[src/rtl/pri_dec_acc_if.sv]
// Beat-in / vector-out bundle for the accumulating priority-index decoder.
// Both handshakes are valid/ready: a transfer happens on a rising edge where valid && ready.
interface pri_dec_acc_if #(
  parameter int IN  = 16,
  parameter int OUT = $clog2(IN)
);
  logic           in_valid;
  logic           in_ready;
  logic [OUT-1:0] in_idx;
  logic           in_last;
  logic           out_valid;
  logic           out_ready;
  logic [IN-1:0]  out;
  logic [OUT:0]   out_cnt;
  logic           out_dup;
  logic           out_range;

  modport master (
    output in_valid, in_idx, in_last, out_ready,
    input  in_ready, out_valid, out, out_cnt, out_dup, out_range
  );

  modport slave (
    input  in_valid, in_idx, in_last, out_ready,
    output in_ready, out_valid, out, out_cnt, out_dup, out_range
  );
endinterface

[src/rtl/pri_dec_acc.sv]
// Accumulating priority-index decoder: ORs one-hot decoded indices into a vector and
// publishes the completed vector, its popcount and duplicate/range flags on in_last.
module pri_dec_acc #(
  parameter int IN  = 16,
  parameter int OUT = $clog2(IN),
  parameter bit ACT = 1'b1  // 1: set bits read 1 on out, 0: set bits read 0
) (
  input  logic          clk,
  input  logic          reset_,
  pri_dec_acc_if.slave  bus,
  output logic          dbg_state
);
  typedef enum logic [0:0] {EMPTY = 1'b0, FULL = 1'b1} state_t;

  state_t        state, state_nxt;
  logic [IN-1:0] acc, acc_upd, onehot;
  logic [OUT:0]  cnt, cnt_upd;
  logic          dup_s, rng_s, dup_upd, rng_upd;
  logic          in_range, hit, beat, load;

  logic [IN-1:0] out_r;
  logic [OUT:0]  out_cnt_r;
  logic          out_dup_r, out_range_r;

  assign bus.in_ready  = (state == EMPTY) || bus.out_ready;
  assign bus.out_valid = (state == FULL);
  assign bus.out       = out_r;
  assign bus.out_cnt   = out_cnt_r;
  assign bus.out_dup   = out_dup_r;
  assign bus.out_range = out_range_r;
  assign dbg_state     = state;

  assign beat = bus.in_valid && bus.in_ready;
  assign load = beat && bus.in_last;

  // Unsigned compare at OUT+1 bits so indices >= IN never alias onto a real bit.
  assign in_range = ({1'b0, bus.in_idx} < (OUT+1)'(IN));

  always_comb begin
    onehot = '0;
    for (int i = 0; i < IN; i++) begin
      if ({1'b0, bus.in_idx} == (OUT+1)'(i)) onehot[i] = 1'b1;
    end
  end

  assign hit     = |(acc & onehot);
  assign acc_upd = acc | onehot;
  assign cnt_upd = cnt + (OUT+1)'(in_range && !hit);
  assign dup_upd = dup_s | (in_range && hit);
  assign rng_upd = rng_s | !in_range;

  always_comb begin
    state_nxt = state;
    case (state)
      EMPTY: if (load) state_nxt = FULL;
      FULL:  if (load) state_nxt = FULL;
             else if (bus.out_ready) state_nxt = EMPTY;
      default: state_nxt = EMPTY;
    endcase
  end

  always_ff @(posedge clk) begin
    if (!reset_) state <= EMPTY;
    else         state <= state_nxt;
  end

  // The in_last beat's own update goes to the output; the accumulator restarts empty.
  always_ff @(posedge clk) begin
    if (!reset_) begin
      acc   <= '0;
      cnt   <= '0;
      dup_s <= 1'b0;
      rng_s <= 1'b0;
    end else if (beat) begin
      if (bus.in_last) begin
        acc   <= '0;
        cnt   <= '0;
        dup_s <= 1'b0;
        rng_s <= 1'b0;
      end else begin
        acc   <= acc_upd;
        cnt   <= cnt_upd;
        dup_s <= dup_upd;
        rng_s <= rng_upd;
      end
    end
  end

  always_ff @(posedge clk) begin
    if (!reset_) begin
      out_r       <= {IN{~ACT}};
      out_cnt_r   <= '0;
      out_dup_r   <= 1'b0;
      out_range_r <= 1'b0;
    end else if (load) begin
      out_r       <= ACT ? acc_upd : ~acc_upd;
      out_cnt_r   <= cnt_upd;
      out_dup_r   <= dup_upd;
      out_range_r <= rng_upd;
    end
  end
endmodule

[src/flat_wrapper.sv]
// flat-port wrapper written by rule: the top's interface ports become plain ports
module pri_dec_acc_flat 
#(
  parameter int IN  = 16,
  parameter int OUT = $clog2(IN),
  parameter bit ACT = 1'b1                                                  
)
  (clk, reset_, dbg_state, bus_in_valid, bus_in_idx, bus_in_last, bus_out_ready, bus_in_ready, bus_out_valid, bus_out, bus_out_cnt, bus_out_dup, bus_out_range);
  pri_dec_acc_if #(.IN(IN), .OUT(OUT)) bus_i ();
  input  logic clk;
  input  logic reset_;
  output logic dbg_state;
  input wire logic [$bits(bus_i.in_valid)-1:0] bus_in_valid;
  input wire logic [$bits(bus_i.in_idx)-1:0] bus_in_idx;
  input wire logic [$bits(bus_i.in_last)-1:0] bus_in_last;
  input wire logic [$bits(bus_i.out_ready)-1:0] bus_out_ready;
  output wire logic [$bits(bus_i.in_ready)-1:0] bus_in_ready;
  output wire logic [$bits(bus_i.out_valid)-1:0] bus_out_valid;
  output wire logic [$bits(bus_i.out)-1:0] bus_out;
  output wire logic [$bits(bus_i.out_cnt)-1:0] bus_out_cnt;
  output wire logic [$bits(bus_i.out_dup)-1:0] bus_out_dup;
  output wire logic [$bits(bus_i.out_range)-1:0] bus_out_range;
  assign bus_i.in_valid = bus_in_valid;
  assign bus_i.in_idx = bus_in_idx;
  assign bus_i.in_last = bus_in_last;
  assign bus_i.out_ready = bus_out_ready;
  assign bus_in_ready = bus_i.in_ready;
  assign bus_out_valid = bus_i.out_valid;
  assign bus_out = bus_i.out;
  assign bus_out_cnt = bus_i.out_cnt;
  assign bus_out_dup = bus_i.out_dup;
  assign bus_out_range = bus_i.out_range;
  pri_dec_acc #(.IN(IN), .OUT(OUT), .ACT(ACT)) u_core (.clk(clk), .reset_(reset_), .bus(bus_i), .dbg_state(dbg_state));
endmodule
[config.mk]
export PLATFORM = sky130hd
export DESIGN_NAME = pri_dec_acc_flat
export DESIGN_NICKNAME = d
export VERILOG_FILES = /design/src/rtl/pri_dec_acc_if.sv /design/src/rtl/pri_dec_acc.sv /design/src/flat_wrapper.sv
export SDC_FILE = /design/constraint.sdc
export NUM_CORES = 1
export LEC_CHECK = 0
export CORE_ASPECT_RATIO = 0.5
export CORE_MARGIN = 5
export CORE_UTILIZATION = 43
export CTS_BUF_LIST = sky130_fd_sc_hd__clkbuf_4
export DETAILED_ROUTE_END_ITERATION = 8
export PLACE_DENSITY = 0.72
export SLEW_MARGIN = 15
export SYNTH_ARGS = -nofsm -noshare
export SYNTH_HDL_FRONTEND = slang
export SYNTH_SLANG_ARGS = --single-unit
export TNS_END_PERCENT = 1
[constraint.sdc]
create_clock -name clk -period 3.5 [get_ports clk]
set_clock_uncertainty 0.15 [all_clocks]
set_input_delay 0.7 -clock clk [delete_from_list [all_inputs] [get_ports clk]]
set_output_delay 0.7 -clock clk [all_outputs]
set_load 0.02 [all_outputs]
==> flow_metrics.env, run 1 <==
export IMPL_cts_resized=0
export IMPL_via_count=1766
export IMPL_nets=269
export IMPL_period_minus_slack_ns=3.02
export IMPL_grt_start_max_net_pins=38
export IMPL_rr_worst_depth=11
export IMPL_regArea_um2=901
export IMPL_path_cells="clkdlybuf4s50_1, nand2b_1, clkdlybuf4s50_1"
export IMPL_tightestPinTransition_ns=0.684
export IMPL_synthTopCellsByCount="45 x dfxtp_1, 33 x a21oi_1, 30 x nor2_1"
export IMPL_critPathMaxFanout=8
export IMPL_syn_to_final_growth_pct=22.9
export IMPL_syn_cell_area_um2=1980
export IMPL_antenna_cells=0
export IMPL_fin_ws_ns=0.477
export IMPL_fp_coreArea_um2=4420
export IMPL_grt_util_all_layers_pct=16.0
export IMPL_clk_pin_slew_ns=0.14
export IMPL_holdPathEnd="u_core.bus.out_cnt[1]$_SDFFE_PN0P_"
export IMPL_rows=17
export IMPL_status="completed"
export IMPL_cp_end_kind="output port"
export IMPL_worstHoldStart="u_core.bus.out_cnt[1]$_SDFFE_PN0P_"
export IMPL_reg2reg_to="u_core.cnt[4]$_SDFFE_PN0P_"
export IMPL_synthTopCellsByArea="dfxtp_1 45%, a21oi_1 8.3%, o211a_1 8.1%"
export IMPL_nFillCells=422
export IMPL_r2r_start="u_core.acc[11]$_SDFFE_PN0P_"
export IMPL_startpoint_type="primary input"
export IMPL_clock_path_buffers=2
export IMPL_drc_errors=0
export IMPL_pre_cts_ws_ns=0.141
export IMPL_relSlewSlack_pct=54.3
export IMPL_required_ns=2.65
export IMPL_drt_wl_total_mm=4.75
export IMPL_hold_buffers=0
export IMPL_die_x_um=106
export IMPL_fin_area_um2=2440
export IMPL_synth_area_leader_cell="dfxtp_1"
export IMPL_rrSetupSlack_ns=1.13
export IMPL_cts_htree_levels=2
export IMPL_synth_cell_types=36
export IMPL_max_cap_violations=0
export IMPL_drt_iter0_drc=81
export IMPL_cts_root_buf="clkbuf_4"
export IMPL_die_h_um=58.0
export IMPL_finalHoldViolCount=0
export IMPL_hold_path_class="reg -> reg"
export IMPL_syn_inst=230
export IMPL_hold_path_cell_count=2
export IMPL_avgRoutedWirePerCell_um=15.0
export IMPL_start_util_pct=44.9
export IMPL_path_class="in -> out"
export IMPL_critical_path_slowest_cell="clkdlybuf4s50_1"
export IMPL_maxSlewViolCount=0
export IMPL_place_congestion=0.878
export IMPL_synth_net_count=241
export IMPL_overflow=0
export IMPL_powerDensity_nw_per_um2=423
export IMPL_dpl_hpwl_mm=3.40
export IMPL_crit_top_cell="clkdlybuf4s50_1"
export IMPL_dr_pass1_iters=4
export IMPL_syn_area_per_cell_um2=8.63
export IMPL_finalPower_mw=1.03
export IMPL_dieArea_um2=6160
export IMPL_total_leakage_power_nw=1.04
export IMPL_vias_per_cell=5.59
export IMPL_multi_input_area_um2=973
export IMPL_yosysMostFrequentCell="dfxtp_1"
export IMPL_fin_tns_setup_ns=0
export IMPL_grt_pass1_wl_mm=8.04
export IMPL_max_stage_delay_ns=0.69
export IMPL_drive_gt1_share_pct=7.72
export IMPL_antenna_found_initial=0
export IMPL_finalSetupViolations=0
export IMPL_ys_ff_latch=45
export IMPL_cp_arrival_ns=2.17
export IMPL_place_area_um2=2360
export IMPL_synth_edf_count=0
export IMPL_synthArstFlopShare_pct=0
export IMPL_port_buffers=33
export IMPL_cts_inserted_buffers=5
export IMPL_rsz0062_at_grt="false"
export IMPL_yosysSeqAreaShare_pct=45.4
export IMPL_cts_sinks=45
export IMPL_ir_drop_mv=0.209
export IMPL_ys_flop_type="dfxtp_1"
export IMPL_first_global_vias=1697
export IMPL_post_cts_buffers=0
export IMPL_fmax_ghz=0.331
export IMPL_drtAntennaViolNets=0
export IMPL_yosys_warnings=0
export IMPL_clk_latency_ns=0.35
export IMPL_cts_tree="yes"
export IMPL_fin_crit_sh_pct=86.4
export IMPL_ioPinCount=35
export IMPL_synth_top_cell_area_share_pct=45.4
[state kept, by name, summed over array words and instances, names as in the netlist]
name                  cells
u_core.acc               16
u_core.bus.out           16
u_core.bus.out_cnt        5
u_core.cnt                5
u_core.bus.out_dup        1
u_core.bus.out_valid      1
u_core.dup_s              1
[metrics by stage]
step	instances	utilization, %	hold slack, ns
floorplan	230	-	0.301
global placement	308	53.3	0.305
CTS	316	55.1	0.328
detailed placement	308	53.3	0.309
global route	316	55.1	0.346
finish	316	55.1	0.322
[placed cells by master, fill, tap and decap left out, types with 2 or more instances in the layout]
master and count:
nand3_1 5, o21ai_0 3, and3_1 4, nand2b_1 2, nand2_1 22, o211a_1 16, nor3b_1 7, nor2_1 30
a31oi_1 2, ha_1 2, nor2b_1 7, a221oi_1 2, nor3_1 4, a21boi_0 4, buf_4 8, a21oi_1 33
a311oi_1 5, nand4_1 2, clkdlybuf4s50_1 33, dfxtp_1 45, clkbuf_4 5, xor2_1 2
[cells by family (layout without fill, tap and decap cells)]
family | Yosys count | count (layout) | share of synthesized area, %
DFF | 45 | 45 | 45.4
and+or+nand+nor | 87 | 87 | 21.2
xor gates and xnor gates | 3 | 3 | 1.32
adders and majority gates | 2 | 2 | 1.26
buffers and inverters | 22 | 51 | 5.55
AOI/OAI and AO/OA | 70 | 70 | 25.1
other | 1 | 1 | 0.189
[worst max path at each step]
stage	start	endpoint	slack [ns]	cells after the start
CTS	bus_out_ready	bus_in_ready	0.49	3
floorplan	bus_in_idx[3]	u_core.cnt[4]$_SDFFE_PN0P_	0.73	12
global route	bus_in_idx[0]	u_core.cnt[4]$_SDFFE_PN0P_	0.32	12
finish	bus_out_ready	bus_in_ready	0.48	3
global placement	bus_in_idx[3]	u_core.cnt[4]$_SDFFE_PN0P_	0.18	13
detailed placement	bus_in_idx[3]	u_core.cnt[4]$_SDFFE_PN0P_	0.14	13
[report_power, final]
part / internal, mW / switching, mW
logic: 0.0747 / 0.0946
registers: 0.533 / 0.0111
clock network: 0.148 / 0.170
total: 0.756 / 0.275
[worst max-delay path: cells and delay by family]
family / cells / cell delay (ns)
simple gates: 1 / 0.33
buf+inv: 2 / 1.14
[layout make-up]
type                    count  area share [%]
clock buffers               5            1.54
well taps                  57            2.92
repair buffers             42            16.8
clock inverters             3            1.69
inverters                   1           0.154
flip-flops and latches     45            36.9
multi-input cells         163            39.9
[per-layer routing]
metal | vias to the layer above | share of wire, % | track usage (%)
met3 | 6 | 7.0 | 3.89
li1 | 863 | - | -
met1 | 825 | 48 | 22.3
met4 | 0 | 0.80 | 4.61
met2 | 72 | 44 | 25.0
met5 | - | 0 | 0
No activity file was read; power rests on OpenSTA's default activity.
==> inputs of run 2 (changes only) <==
--- a/config.mk
+++ b/config.mk
@@ -7,10 +7,11 @@
 export LEC_CHECK = 0
 export CORE_ASPECT_RATIO = 0.5
 export CORE_MARGIN = 5
-export CORE_UTILIZATION = 43
+export CORE_UTILIZATION = 54
 export CTS_BUF_LIST = sky130_fd_sc_hd__clkbuf_4
 export DETAILED_ROUTE_END_ITERATION = 8
-export PLACE_DENSITY = 0.72
+export PLACE_DENSITY = 0.87
+export REMOVE_ABC_BUFFERS = 1
 export SLEW_MARGIN = 15
 export SYNTH_ARGS = -nofsm -noshare
 export SYNTH_HDL_FRONTEND = slang
==> run 2 against run 1 <==
Effect of this change: clock power about the same; final cell count is 1.9% lower; wire length shrank 1.9%; critical path type is now in -> reg; hold slack about the same; power is 0.15% lower; fmax fell by 2.6%; setup slack got worse by 0.080 ns; largest cell class unchanged; non-clock buffer count did not move.
==> flow_metrics.env, run 2 (synthesis results as in run 1) <==
export IMPL_drt_wl_total_mm=4.66
export IMPL_clk_latency_ns=0.35
export IMPL_powerDensity_nw_per_um2=426
export IMPL_start_util_pct=56.8
export IMPL_rsz0062_at_grt="false"
export IMPL_dr_pass1_iters=4
export IMPL_sw_frac_of_total_pct=26.0
export IMPL_overflow=0
export IMPL_grt_start_max_net_pins=32
export IMPL_fin_tns_setup_ns=0
export IMPL_required_ns=3.61
export IMPL_antenna_found_initial=0
export IMPL_clock_path_buffers=2
export IMPL_critPathMaxFanout=10
export IMPL_hold_buffers=0
export IMPL_post_cts_buffers=0
export IMPL_dieArea_um2=5060
export IMPL_cts_resized=0
export IMPL_cts_htree_levels=2
export IMPL_port_buffers=33
export IMPL_finalHoldViolCount=0
export IMPL_path_cells="clkdlybuf4s50_1, buf_4, nor3b_1, a2111oi_0, o32a_1, ha_1, ha_1, nand3_1, xor2_1, nor3_1, a21oi_1, nor2b_1"
export IMPL_ir_drop_mv=0.317
export IMPL_grt_pass1_wl_mm=8.04
export IMPL_fmax_ghz=0.322
export IMPL_maxSlewViolCount=0
export IMPL_crit_top_cell="ha_1"
export IMPL_tightestPinTransition_ns=0.667
export IMPL_avgRoutedWirePerCell_um=15.0
export IMPL_grt_util_all_layers_pct=20.7
export IMPL_drtAntennaViolNets=0
export IMPL_final_common_cell="dfxtp_1"
export IMPL_relSlewSlack_pct=55.4
export IMPL_startpoint_type="primary input"
export IMPL_status="completed"
export IMPL_fp_coreArea_um2=3490
export IMPL_rows=15
export IMPL_via_count=1720
export IMPL_cts_inserted_buffers=5
export IMPL_period_minus_slack_ns=3.10
export IMPL_max_cap_violations=0
export IMPL_power_switching_uw=267
export IMPL_antenna_cells=0
export IMPL_fin_crit_sh_pct=88.7
export IMPL_cp_arrival_ns=3.21
export IMPL_drive_gt1_share_pct=7.72
export IMPL_seq_power_share_pct=52.9
export IMPL_p_int_uw=762
export IMPL_syn_to_final_growth_pct=21.9
export IMPL_cts_sinks=45
export IMPL_final_cell_mix="45 x dfxtp_1, 33 x a21oi_1, 33 x clkdlybuf4s50_1, 30 x nor2_1, 22 x nand2_1"
export IMPL_hold_path_class="reg -> reg"
export IMPL_die_h_um=52.9
export IMPL_path_class="in -> reg"
export IMPL_nets=269
export IMPL_p_clk_share_pct=31.0
export IMPL_first_global_vias=1654
export IMPL_cts_root_buf="clkbuf_4"
export IMPL_critical_path_slowest_cell="clkdlybuf4s50_1"
export IMPL_place_area_um2=2340
export IMPL_ioPinCount=35
export IMPL_drt_iter0_drc=93
export IMPL_total_leakage_power_nw=1.04
export IMPL_cp_end_kind="flop"
export IMPL_clk_pin_slew_ns=0.13
export IMPL_max_stage_delay_ns=0.66
export IMPL_cts_tree="yes"
export IMPL_die_x_um=95.7
export IMPL_finalSetupViolations=0
export IMPL_power_frac_comb_pct=16.2
export IMPL_fin_area_um2=2420
export IMPL_vias_per_cell=5.55
export IMPL_drc_errors=0
export IMPL_place_congestion=0.934
export IMPL_dpl_hpwl_mm=3.32
run 2: cell count changes in the layout (fill, tap and decap cells not counted), sizes merged:
cell	delta
clkbuf	+1
clkinvlp	-1
run 2: metal layers:
| layer | global-route usage [%] | up-vias | wire length (µm) |
|---|---|---|---|
| met1 | 28.6 | 817 | 2280 |
| li1 | - | 865 | - |
| met5 | 0 | - | 0 |
| met2 | 32.6 | 36 | 2130 |
| met3 | 4.26 | 2 | 227 |
| met4 | 6.13 | 0 | 27 |
run 2: power groups by stage:
| stage | Clock (mW) | Sequential [mW] | Combinational (mW) |
|---|---|---|---|
| after floorplan | 0 | 0.575 | 0.0649 |
| after global placement | 0 | 0.554 | 0.163 |
| after detailed placement | 0 | 0.556 | 0.166 |
| after CTS | 0.324 | 0.544 | 0.167 |
| after global routing | 0.347 | 0.547 | 0.182 |
| final | 0.319 | 0.544 | 0.166 |
run 2: through the flow:
step	utilization [%]	hold WS, ns	instances	worst slack (ns)	total power [mW]
floorplan	-	0.301	209	0.792	0.640
global placement	67.0	0.301	302	0.112	0.717
detailed placement	67.0	0.308	302	0.0367	0.721
CTS	69.3	0.326	310	0.408	1.04
global route	69.3	0.361	310	0.0953	1.08
finish	69.3	0.322	310	0.397	1.03
run 2: final timing paths:
kind                                                    startpoint                                 end  slack [ns]  cells after the start
worst max-delay path                                 bus_in_idx[3]          u_core.cnt[4]$_SDFFE_PN0P_        0.40                     12
worst min-delay path            u_core.bus.out_cnt[0]$_SDFFE_PN0P_  u_core.bus.out_cnt[0]$_SDFFE_PN0P_        0.32                      2
worst max register to register         u_core.acc[11]$_SDFFE_PN0P_          u_core.cnt[4]$_SDFFE_PN0P_        1.18                     11
worst min register to register  u_core.bus.out_cnt[0]$_SDFFE_PN0P_  u_core.bus.out_cnt[0]$_SDFFE_PN0P_        0.32                      2
run 2: cell type report:
cell class              instances  area [µm²]
clock buffers                   6        45.0
clock inverters                 2        33.8
fillers                       301        1070
inverters                       1        3.75
multi-input cells             163         973
flip-flops and latches         45         901
well taps                      51        63.8
repair buffers                 42         398
run 2: critical path, delay by kind of cell:
family	cells	cell delay (ns)
xor gates and xnor gates	1	0.18
adders and majority gates	2	0.36
AOI/OAI and AO/OA	3	0.81
and+or+nand+nor	4	0.27
buffers and inverters	2	0.89
